File: src/rtl/mnist_pkg.sv
// Shared types and constants for the MNIST inference sequencer and its argmax helper.
// Pure declarations; no logic, no latency.
package mnist_pkg;

    localparam int NUM_CLASSES = 10;
    localparam int DIGIT_W     = 4;
    localparam int SCORE_W_DEF = 12;

    typedef enum logic [2:0] {
        IDLE,
        ARM,
        LOAD,
        REQ,
        GAP,
        DONE,
        ERR
    } state_t;

endpackage

File: src/rtl/mnist_infer_ctrl_score_argmax.sv
// Running signed argmax over class scores; result visible the cycle after load_en.
// No backpressure: every load_en cycle is consumed.
module score_argmax
    import mnist_pkg::*;
#(
    parameter int SCORE_W = SCORE_W_DEF,
    parameter int IDX_W   = DIGIT_W
) (
    input  logic                      clk,
    input  logic                      reset_n,
    input  logic                      clear,
    input  logic                      load_en,
    input  logic                      first,
    input  logic [IDX_W-1:0]          idx,
    input  logic signed [SCORE_W-1:0] score,
    output logic [IDX_W-1:0]          best_idx
);

    logic signed [SCORE_W-1:0] best_score_q, best_score_d;
    logic [IDX_W-1:0]          best_idx_q, best_idx_d;

    // Strict greater-than keeps the lower index on ties.
    always_comb begin
        best_score_d = best_score_q;
        best_idx_d   = best_idx_q;
        if (clear) begin
            best_score_d = '0;
            best_idx_d   = '0;
        end else if (load_en && (first || (score > best_score_q))) begin
            best_score_d = score;
            best_idx_d   = idx;
        end
    end

    always_ff @(posedge clk or negedge reset_n) begin
        if (!reset_n) begin
            best_score_q <= '0;
            best_idx_q   <= '0;
        end else begin
            best_score_q <= best_score_d;
            best_idx_q   <= best_idx_d;
        end
    end

    assign best_idx = best_idx_q;

endmodule

File: src/rtl/mnist_infer_ctrl.sv
// Inference sequencer: restart reader, wait for image, score NUM_CLASSES classes, report argmax.
// All outputs registered; scorer stalls via late class_ack, each wait phase bounded by TIMEOUT.
module mnist_infer_ctrl #(
    parameter int SCORE_W     = mnist_pkg::SCORE_W_DEF,
    parameter int NUM_CLASSES = mnist_pkg::NUM_CLASSES,
    parameter int TIMEOUT     = 64
) (
    input  logic                              clk,
    input  logic                              reset_n,
    input  logic                              start,
    output logic                              rd_reset_n,
    input  logic                              image_ready,
    output logic                              class_req,
    output logic [mnist_pkg::DIGIT_W-1:0]     class_idx,
    input  logic                              class_ack,
    input  logic signed [SCORE_W-1:0]         class_score,
    output logic [mnist_pkg::DIGIT_W-1:0]     digit,
    output logic                              digit_valid,
    output logic                              busy,
    output logic                              error
);
    import mnist_pkg::*;

    localparam int                 CNT_W    = $clog2(TIMEOUT);
    localparam logic [CNT_W-1:0]   TMO_LAST = CNT_W'(TIMEOUT - 1);
    localparam logic [DIGIT_W-1:0] LAST_IDX = DIGIT_W'(NUM_CLASSES - 1);

    state_t               state_q, state_d;
    logic [CNT_W-1:0]     cnt_q, cnt_d, cnt_step;
    logic [DIGIT_W-1:0]   class_idx_q, class_idx_d;
    logic [DIGIT_W-1:0]   digit_q, digit_d;
    logic [DIGIT_W-1:0]   best_idx;
    logic                 rd_reset_n_q, rd_reset_n_d;
    logic                 class_req_q, class_req_d;
    logic                 digit_valid_q, digit_valid_d;
    logic                 busy_q, busy_d;
    logic                 error_q, error_d;
    logic                 argmax_clear, argmax_load, timed_out;

    assign cnt_step  = (cnt_q == '1) ? cnt_q : cnt_q + CNT_W'(1);
    assign timed_out = (cnt_q == TMO_LAST);

    // Outputs are computed from the next state so they register alongside it.
    always_comb begin
        state_d       = state_q;
        cnt_d         = cnt_q;
        class_idx_d   = class_idx_q;
        digit_d       = digit_q;
        error_d       = error_q;
        rd_reset_n_d  = 1'b1;
        digit_valid_d = 1'b0;
        argmax_clear  = 1'b0;
        argmax_load   = 1'b0;

        case (state_q)
            IDLE: begin
                if (start) begin
                    state_d      = ARM;
                    error_d      = 1'b0;
                    class_idx_d  = '0;
                    argmax_clear = 1'b1;
                    rd_reset_n_d = 1'b0;
                end
            end
            ARM: begin
                cnt_d   = '0;
                state_d = LOAD;
            end
            LOAD: begin
                if (image_ready) begin
                    cnt_d   = '0;
                    state_d = REQ;
                end else if (timed_out) begin
                    error_d = 1'b1;
                    state_d = ERR;
                end else begin
                    cnt_d = cnt_step;
                end
            end
            REQ: begin
                if (class_ack) begin
                    argmax_load = 1'b1;
                    if (class_idx_q == LAST_IDX) begin
                        state_d = DONE;
                    end else begin
                        class_idx_d = class_idx_q + DIGIT_W'(1);
                        state_d     = GAP;
                    end
                end else if (timed_out) begin
                    error_d = 1'b1;
                    state_d = ERR;
                end else begin
                    cnt_d = cnt_step;
                end
            end
            GAP: begin
                cnt_d   = '0;
                state_d = REQ;
            end
            DONE: begin
                digit_d       = best_idx;
                digit_valid_d = 1'b1;
                state_d       = IDLE;
            end
            ERR: begin
                state_d = IDLE;
            end
            default: begin
                state_d = IDLE;
            end
        endcase

        class_req_d = (state_d == REQ);
        busy_d      = (state_d != IDLE);
    end

    always_ff @(posedge clk or negedge reset_n) begin
        if (!reset_n) begin
            state_q       <= IDLE;
            cnt_q         <= '0;
            class_idx_q   <= '0;
            digit_q       <= '0;
            rd_reset_n_q  <= 1'b1;
            class_req_q   <= 1'b0;
            digit_valid_q <= 1'b0;
            busy_q        <= 1'b0;
            error_q       <= 1'b0;
        end else begin
            state_q       <= state_d;
            cnt_q         <= cnt_d;
            class_idx_q   <= class_idx_d;
            digit_q       <= digit_d;
            rd_reset_n_q  <= rd_reset_n_d;
            class_req_q   <= class_req_d;
            digit_valid_q <= digit_valid_d;
            busy_q        <= busy_d;
            error_q       <= error_d;
        end
    end

    score_argmax #(
        .SCORE_W (SCORE_W),
        .IDX_W   (DIGIT_W)
    ) u_argmax (
        .clk      (clk),
        .reset_n  (reset_n),
        .clear    (argmax_clear),
        .load_en  (argmax_load),
        .first    (class_idx_q == '0),
        .idx      (class_idx_q),
        .score    (class_score),
        .best_idx (best_idx)
    );

    assign rd_reset_n  = rd_reset_n_q;
    assign class_req   = class_req_q;
    assign class_idx   = class_idx_q;
    assign digit       = digit_q;
    assign digit_valid = digit_valid_q;
    assign busy        = busy_q;
    assign error       = error_q;

endmodule

File: config.mk
export PLATFORM = sky130hd
export DESIGN_NAME = mnist_infer_ctrl
export DESIGN_NICKNAME = d
export VERILOG_FILES = /design/src/rtl/mnist_pkg.sv /design/src/rtl/mnist_infer_ctrl_score_argmax.sv /design/src/rtl/mnist_infer_ctrl.sv
export SDC_FILE = /design/constraint.sdc
export NUM_CORES = 1
export LEC_CHECK = 0
export ABC_AREA = 1
export CORE_MARGIN = 1.5
export CORE_UTILIZATION = 30
export DETAILED_ROUTE_END_ITERATION = 10
export GPL_ROUTABILITY_DRIVEN = 0
export PLACE_DENSITY = 0.58
export SETUP_SLACK_MARGIN = 0.4
export SYNTH_ARGS = -nofsm -noshare
export SYNTH_HDL_FRONTEND = slang
export SYNTH_SLANG_ARGS = --single-unit
File: constraint.sdc
create_clock -name clk -period 1.55 [get_ports clk]
set_input_delay 0.31 -clock clk [delete_from_list [all_inputs] [get_ports clk]]
set_output_delay 0.31 -clock clk [all_outputs]
set_load 0.005 [all_outputs]
==> impl_metrics.csv, run 1 <==
group,metric,value,unit
timing,setup_viol,22,
status,violations,"setup timing",
die,rows,30,
power,ir_drop,694,uV
worst_setup_path,crit_path_end_kind,"flip-flop",
grt,grt_pass1_wl,9500,um
run,max_cap_violations,0,
die,die_area,7700,sq um
worst_setup_path,critical_path_required,1.74,ns
worst_setup_path,r2r_slack,-0.28,ns
timing,timing.final.ws_setup,-0.278,ns
worst_setup_path,crit_path_start_kind,"flip-flop",
status,outcome,"finished, violations left",
hold_path,hold_path_class,"in2reg",
synthesis,yosys_warnings,0,
finish,antennaDiodeCount,0,
synthesis,synth_seq_cells,38,
clocking,cts_tree,"built",
timing,rsz0062_at_grt,"true",
worst_setup_path,arrival,2.02,ns
timing,clock.fmax,547,MHz
timing,min_period_over_period,1.18,
routing,remaining_drc_errors,0,
placement,port_buffers,29,
finish,area_growth,68.4,%
timing,slew_headroom,0.766,
grt,grt_max_degree,22,
clocking,clock-sinks,38,
worst_setup_path,crit_end,"u_argmax.best_score_q[10]",
worst_setup_path,worstPathMaxFanout,8,
die,core-area,6870,sq um
synthesis,synth_top_area_share,0.429,
routing,routed_wirelength,5820,um
timing,hold_ws,0.407,ns
routing,via_count,2113,
grt,grt_use_total,0.157,
routing,dr.pass1.iters,4,
clocking,cts_made_buffers,5,
power,leakagePower,0.00180,uW
synthesis,ys_seq_area_frac,0.442,
synthesis,yosysUniqueCellTypes,29,
finish,fillers,613,
timing,skew,0.00536,ns
timing,hold_violations,0,
power,power_density,1760,nW/um^2
timing,tightest_slew,0.350,ns
finish,layout-drive-gt1-share,0.508,
timing,drv_slew,0,
worst_setup_path,r2r_end,"u_argmax.best_score_q[10]",
grt,antenna_found_initial,0,
hold_path,holdPathStages,3,
clocking,root_buffer,"clkbuf_8",
synthesis,syn-cell-area,2160,sq um
routing,dr.first_iter.drc_count,108,
finish,fin_nets,396,
clocking,clockBufferDepth,2,
die,start_util,0.314,
synthesis,yosys.area.top_type,"dfrtp_1",
clocking,path_clk_slew,0.08,ns
clocking,worstSkewPairLatency,0.30,ns
synthesis,synthCells,267,
worst_setup_path,crit_start,"u_argmax.best_score_q[6]",
synthesis,synth_area_leaders,"dfrtp_1 (43%), nand2_1 (10%), nand3_1 (9.8%), ha_1 (9.3%), inv_1 (7.7%)",
routing,viasPerCell,4.59,
timing,period_minus_slack,1.83,ns
worst_setup_path,critPathKind,"reg2reg",
die,die_w,87.8,um
finish,finish.utilization,0.529,
synthesis,syn_area_per_cell,8.07,sq um
routing,ant_nets,0,
grt,first_global_vias,2059,
clocking,cts.htree.levels,2,
routing,detail_route.wl_per_cell,12.7,um
worst_setup_path,r2r_start,"u_argmax.best_score_q[6]",
die,die_y,87.8,um
placement,hpwl,3660,um
die,ios,30,
worst_setup_path,rr_worst_depth,11,
synthesis,syn_nets,300,
grt,grt_remaining_overflow,0,
state kept, by name (all words and copies together), names as in the netlist, 3 cells and up:
register	flops
digit	4
u_argmax.best_idx	4
state_q	3
class_idx	4
u_argmax.best_score_q	12
cnt_q	6
area by class of cell:
| class | count | area [sq um] | share of cell area |
|---|---|---|---|
| multi-input combinational | 177 | 1410 | 0.389 |
| sequential | 38 | 955 | 0.263 |
| timing repair buffer | 94 | 822 | 0.226 |
| inverter | 47 | 184 | 0.0507 |
| tap | 96 | 120 | 0.0331 |
| clock buffer | 5 | 68.8 | 0.0190 |
| clock inverter | 3 | 68.8 | 0.0190 |
where the power goes:
group	internal [uW]	switching [uW]
Sequential	1310	234
Combinational	1890	1950
Clock	645	377
Total	3840	2560
metal layers:
layer  vias to the layer above  global-route usage  share of wire
met5                         -                   0              0
met4                         0              0.0548          0.013
met3                         6              0.0273          0.026
met2                        30               0.264           0.51
met1                      1019               0.203           0.45
li1                       1058                   -              -
synth_stat cells:
master     number
inv_1          44
nand3_1        42
nor2_1         13
o2111ai_1       1
a211oi_4        1
buf_2           2
nand2_2         3
dfstp_2         1
nor2_4          1
nand3b_1        1
o31ai_1         1
o21ai_0         9
buf_8           1
nand4_1         5
nor2_2          1
nand2_4         2
a21oi_1        15
o21ai_1         1
nor3_1          1
ha_1           16
dfrtp_1        37
inv_2           3
o22ai_1         1
and3_1          1
buf_4           3
a21o_1          1
nand2_1        58
nand3_2         1
o311ai_0        1
kinds of logic (layout without fill, tap and decap cells):
logic type,count (synthesis),in the layout,share of synthesized area
AO/OA/AOI/OAI,31,31,0.0853
AND/OR/NAND/NOR,129,130,0.276
flip-flops,38,38,0.442
buffers and inverters,53,149,0.104
adder cells (fa/ha/maj),16,16,0.0929
layout by cell type (no fill, tap or decap), drive strengths merged, types with 2 or more instances in the layout:
master and count:
a21oi 15, buf 77, bufinv 2, clkbuf 6, clkdlybuf4s50 3, dfrtp 37, dlygate4sd2 11, ha 16
inv 47, nand2 64, nand3 43, nand4 5, nor2 15, o21ai 10
worst min-delay path by stage:
| stage | to | slack [ns] | from |
|---|---|---|---|
| final | u_argmax.best_score_q[0] | 0.41 | class_score[0] |
| after detailed placement | class_idx[2] | 0.29 | reset_n |
| after global placement | class_idx[2] | 0.28 | reset_n |
| after CTS | u_argmax.best_score_q[0] | 0.40 | class_score[0] |
| after global routing | u_argmax.best_score_q[4] | 0.44 | class_score[4] |
| after floorplan | busy | 0.01 | reset_n |
repair_timing:
item	CTS	global route
buffers inserted	24	7
resized for setup	126	59
cloned	1	0
hold buffers	1	0
endpoints found under the setup margin	46	43
pin swaps	30	26
endpoints found under the hold margin	17	0
stage by stage:
step | setup TNS, ns | total power, uW | setup slack [ns] | instance area [sq um] | instances
2_1_floorplan | -1.07 | 2990 | -0.107 | 2190 | 267
3_3_place_gp | -10.91 | 3900 | -0.624 | 2810 | 419
3_5_place_dp | -11.44 | 3920 | -0.660 | 2810 | 419
4_1_cts | -3.24 | 5710 | -0.210 | 3320 | 453
5_1_grt | -6.73 | 6900 | -0.392 | 3630 | 460
6_report | -4.14 | 6410 | -0.278 | 3630 | 460
worst max-delay path, stage by stage (launching register included):
cell	delay, ns
dfrtp_1	0.37
inv_1	0.08
ha_4	0.27
nand4_1	0.15
nor2_4	0.14
nand2_2	0.07
nand4_1	0.14
nand3_4	0.11
nand2_8	0.15
nand2_8	0.10
nand3_1	0.09
nand2_1	0.05
Power figures use the tool's default switching activity.
==> run 2: changes to the inputs <==
--- a/config.mk
+++ b/config.mk
@@ -6,7 +6,7 @@
 export NUM_CORES = 1
 export LEC_CHECK = 0
 export ABC_AREA = 1
-export CORE_MARGIN = 1.5
+export CORE_MARGIN = 10
 export CORE_UTILIZATION = 30
 export DETAILED_ROUTE_END_ITERATION = 10
 export GPL_ROUTABILITY_DRIVEN = 0
==> run 2 against run 1 <==
The run still ends with setup timing left; via count is 1.6% higher; fmax is 0.81% lower; power is 1.3% higher; sequential cell count stayed put; combinational power is 6.0% higher; largest power group unchanged.
==> impl_metrics.csv, run 2 (synthesized netlist as in run 1, its figures left out) <==
group,metric,value,unit
routing,dr.first_iter.drc_count,81,
die,rows,30,
grt,grt_remaining_overflow,0,
status,outcome,"finished, violations left",
placement,hpwl,3870,um
clocking,cts_tree,"built",
finish,area_growth,71.2,%
worst_setup_path,arrival,2.03,ns
grt,first_global_vias,2084,
timing,rsz0062_at_grt,"true",
routing,remaining_drc_errors,0,
timing,skew,0.00571,ns
power,power_density,1760,nW/um^2
timing,timing.final.ws_setup,-0.293,ns
timing,drv_slew,0,
worst_setup_path,worstPathMaxFanout,7,
placement,port_buffers,29,
timing,min_period_over_period,1.19,
worst_setup_path,r2r_end,"u_argmax.best_idx[2]",
clocking,worstSkewPairLatency,0.30,ns
run,max_cap_violations,0,
finish,largest_register,"u_argmax.best_score_q",
power,leakagePower,0.00186,uW
finish,antennaDiodeCount,0,
placement,placed_area,2860,sq um
worst_setup_path,critical_path_required,1.74,ns
timing,hold_ws,0.295,ns
status,violations,"setup timing",
worst_setup_path,r2r_slack,-0.29,ns
routing,detail_route.wl_per_cell,14.0,um
clocking,path_clk_slew,0.08,ns
clocking,clockBufferDepth,2,
worst_setup_path,crit_path_end_kind,"flip-flop",
timing,slew_headroom,0.701,
worst_setup_path,critPathSlowestCell,"dfrtp_1",
timing,setup_viol,23,
worst_setup_path,critPathKind,"reg2reg",
finish,final_cell_mix,"nand2_1 (44), buf_4 (40), dfrtp_1 (35), inv_1 (33), buf_6 (24)",
die,core-area,6910,sq um
routing,ant_nets,0,
routing,dr.pass1.iters,4,
timing,hold_violations,0,
worst_setup_path,rr_worst_depth,10,
timing,clock.fmax,543,MHz
clocking,cts.htree.levels,2,
timing,period_minus_slack,1.84,ns
worst_setup_path,cpMostUsedCell,"nand4_1",
grt,grt_max_degree,22,
clocking,clock-sinks,38,
worst_setup_path,path_cells,"inv_1 -> ha_1 -> nand4_1 -> nor2_4 -> nand4_1 -> nand3_4 -> nand2_8 -> buf_6 -> nand3_1 -> nand2_1",
finish,largest_reg_flops,12,
finish,layout-drive-gt1-share,0.489,
placement,dp.cells,420,
finish,layout.cells.non_filler,462,
routing,viasPerCell,4.65,
finish,fin_nets,398,
hold_path,hold_path_class,"in2reg",
worst_setup_path,crit_start,"u_argmax.best_score_q[4]",
die,start_util,0.312,
die,die_w,105,um
worst_setup_path,max_stage_delay,0.37,ns
grt,antenna_found_initial,0,
grt,grt_use_total,0.103,
die,die_area,11000,sq um
worst_setup_path,r2r_start,"u_argmax.best_score_q[4]",
routing,routed_wirelength,6490,um
clocking,root_buffer,"clkbuf_8",
finish,reg_top3,"u_argmax.best_score_q (12), cnt_q (6)",
clocking,cts_made_buffers,5,
finish,final_common_cell,"nand2_1",
die,die_y,105,um
power,ir_drop,732,uV
routing,via_count,2146,
grt,grt_pass1_wl,9730,um
die,ios,30,
timing,tightest_slew,0.449,ns
finish,fin_area,3690,sq um
worst_setup_path,crit_end,"u_argmax.best_idx[2]",
worst_setup_path,crit_path_start_kind,"flip-flop",
-- run 2: changes by cell type in the layout (fill, tap and decap cells not counted), moves of 3 or more --
cell | before | now
buf_12 | 1 | 5
dlygate4sd2_1 | 11 | 6
dlymetal6s2s_1 | 1 | 6
inv_1 | 29 | 33
nor2_2 | 7 | 4
-- run 2: area by class of cell --
class | instances | area (sq um)
clock buffers | 5 | 68.8
clock inverters | 3 | 40.0
fillers | 620 | 3220
inverters | 47 | 179
multi-input cells | 177 | 1420
flip-flops and latches | 38 | 955
well taps | 96 | 120
repair buffers | 96 | 903
-- run 2: worst min-delay path by stage --
stage                               end  cells after the start           start  slack, ns
6_report       u_argmax.best_score_q[0]                      3  class_score[0]       0.29
5_1_grt        u_argmax.best_score_q[0]                      3  class_score[0]       0.32
4_1_cts        u_argmax.best_score_q[9]                      3  class_score[9]       0.41
3_5_place_dp                      error                      1         reset_n       0.29
3_3_place_gp                      error                      1         reset_n       0.28
2_1_floorplan                      busy                      0         reset_n       0.01
-- run 2: per-stage QoR --
stage	setup WS, ns	power (uW)	setup TNS (ns)	util
finish	-0.293	6490	-4.64	0.534
global route	-0.389	6940	-6.70	0.534
CTS	-0.238	5460	-3.66	0.468
detailed placement	-0.651	4010	-11.66	0.414
global placement	-0.620	3980	-11.29	0.414
floorplan	-0.107	2990	-1.07	-
-- run 2: critical path, delay by kind of cell (launching register included) --
kind / cells / cell delay, ns
fa+ha+maj: 1 / 0.29
flops: 1 / 0.37
buf+inv: 2 / 0.22
simple gates: 7 / 0.85
-- run 2: power by group --
group	total, uW	internal, uW	switching [uW]
registers	1560	1310	254
logic	4070	2030	2030
clock network	861	474	387
total	6490	3820	2670
-- run 2: what timing repair did --
action,CTS,global route
gates resized for setup,106,78
pin swaps,30,36
endpoints found under the setup margin,50,43
gates cloned,0,1
hold buffers,1,0
endpoints found under the hold margin,17,0
setup buffers,17,15
-- run 2: routing by layer --
layer / vias to the layer above / GRT usage / routed length [um]
li1: 1066 / - / -
met1: 1037 / 0.132 / 2940
met2: 35 / 0.169 / 3290
met3: 8 / 0.0184 / 170
met4: 0 / 0.0382 / 88
met5: - / 0 / 0
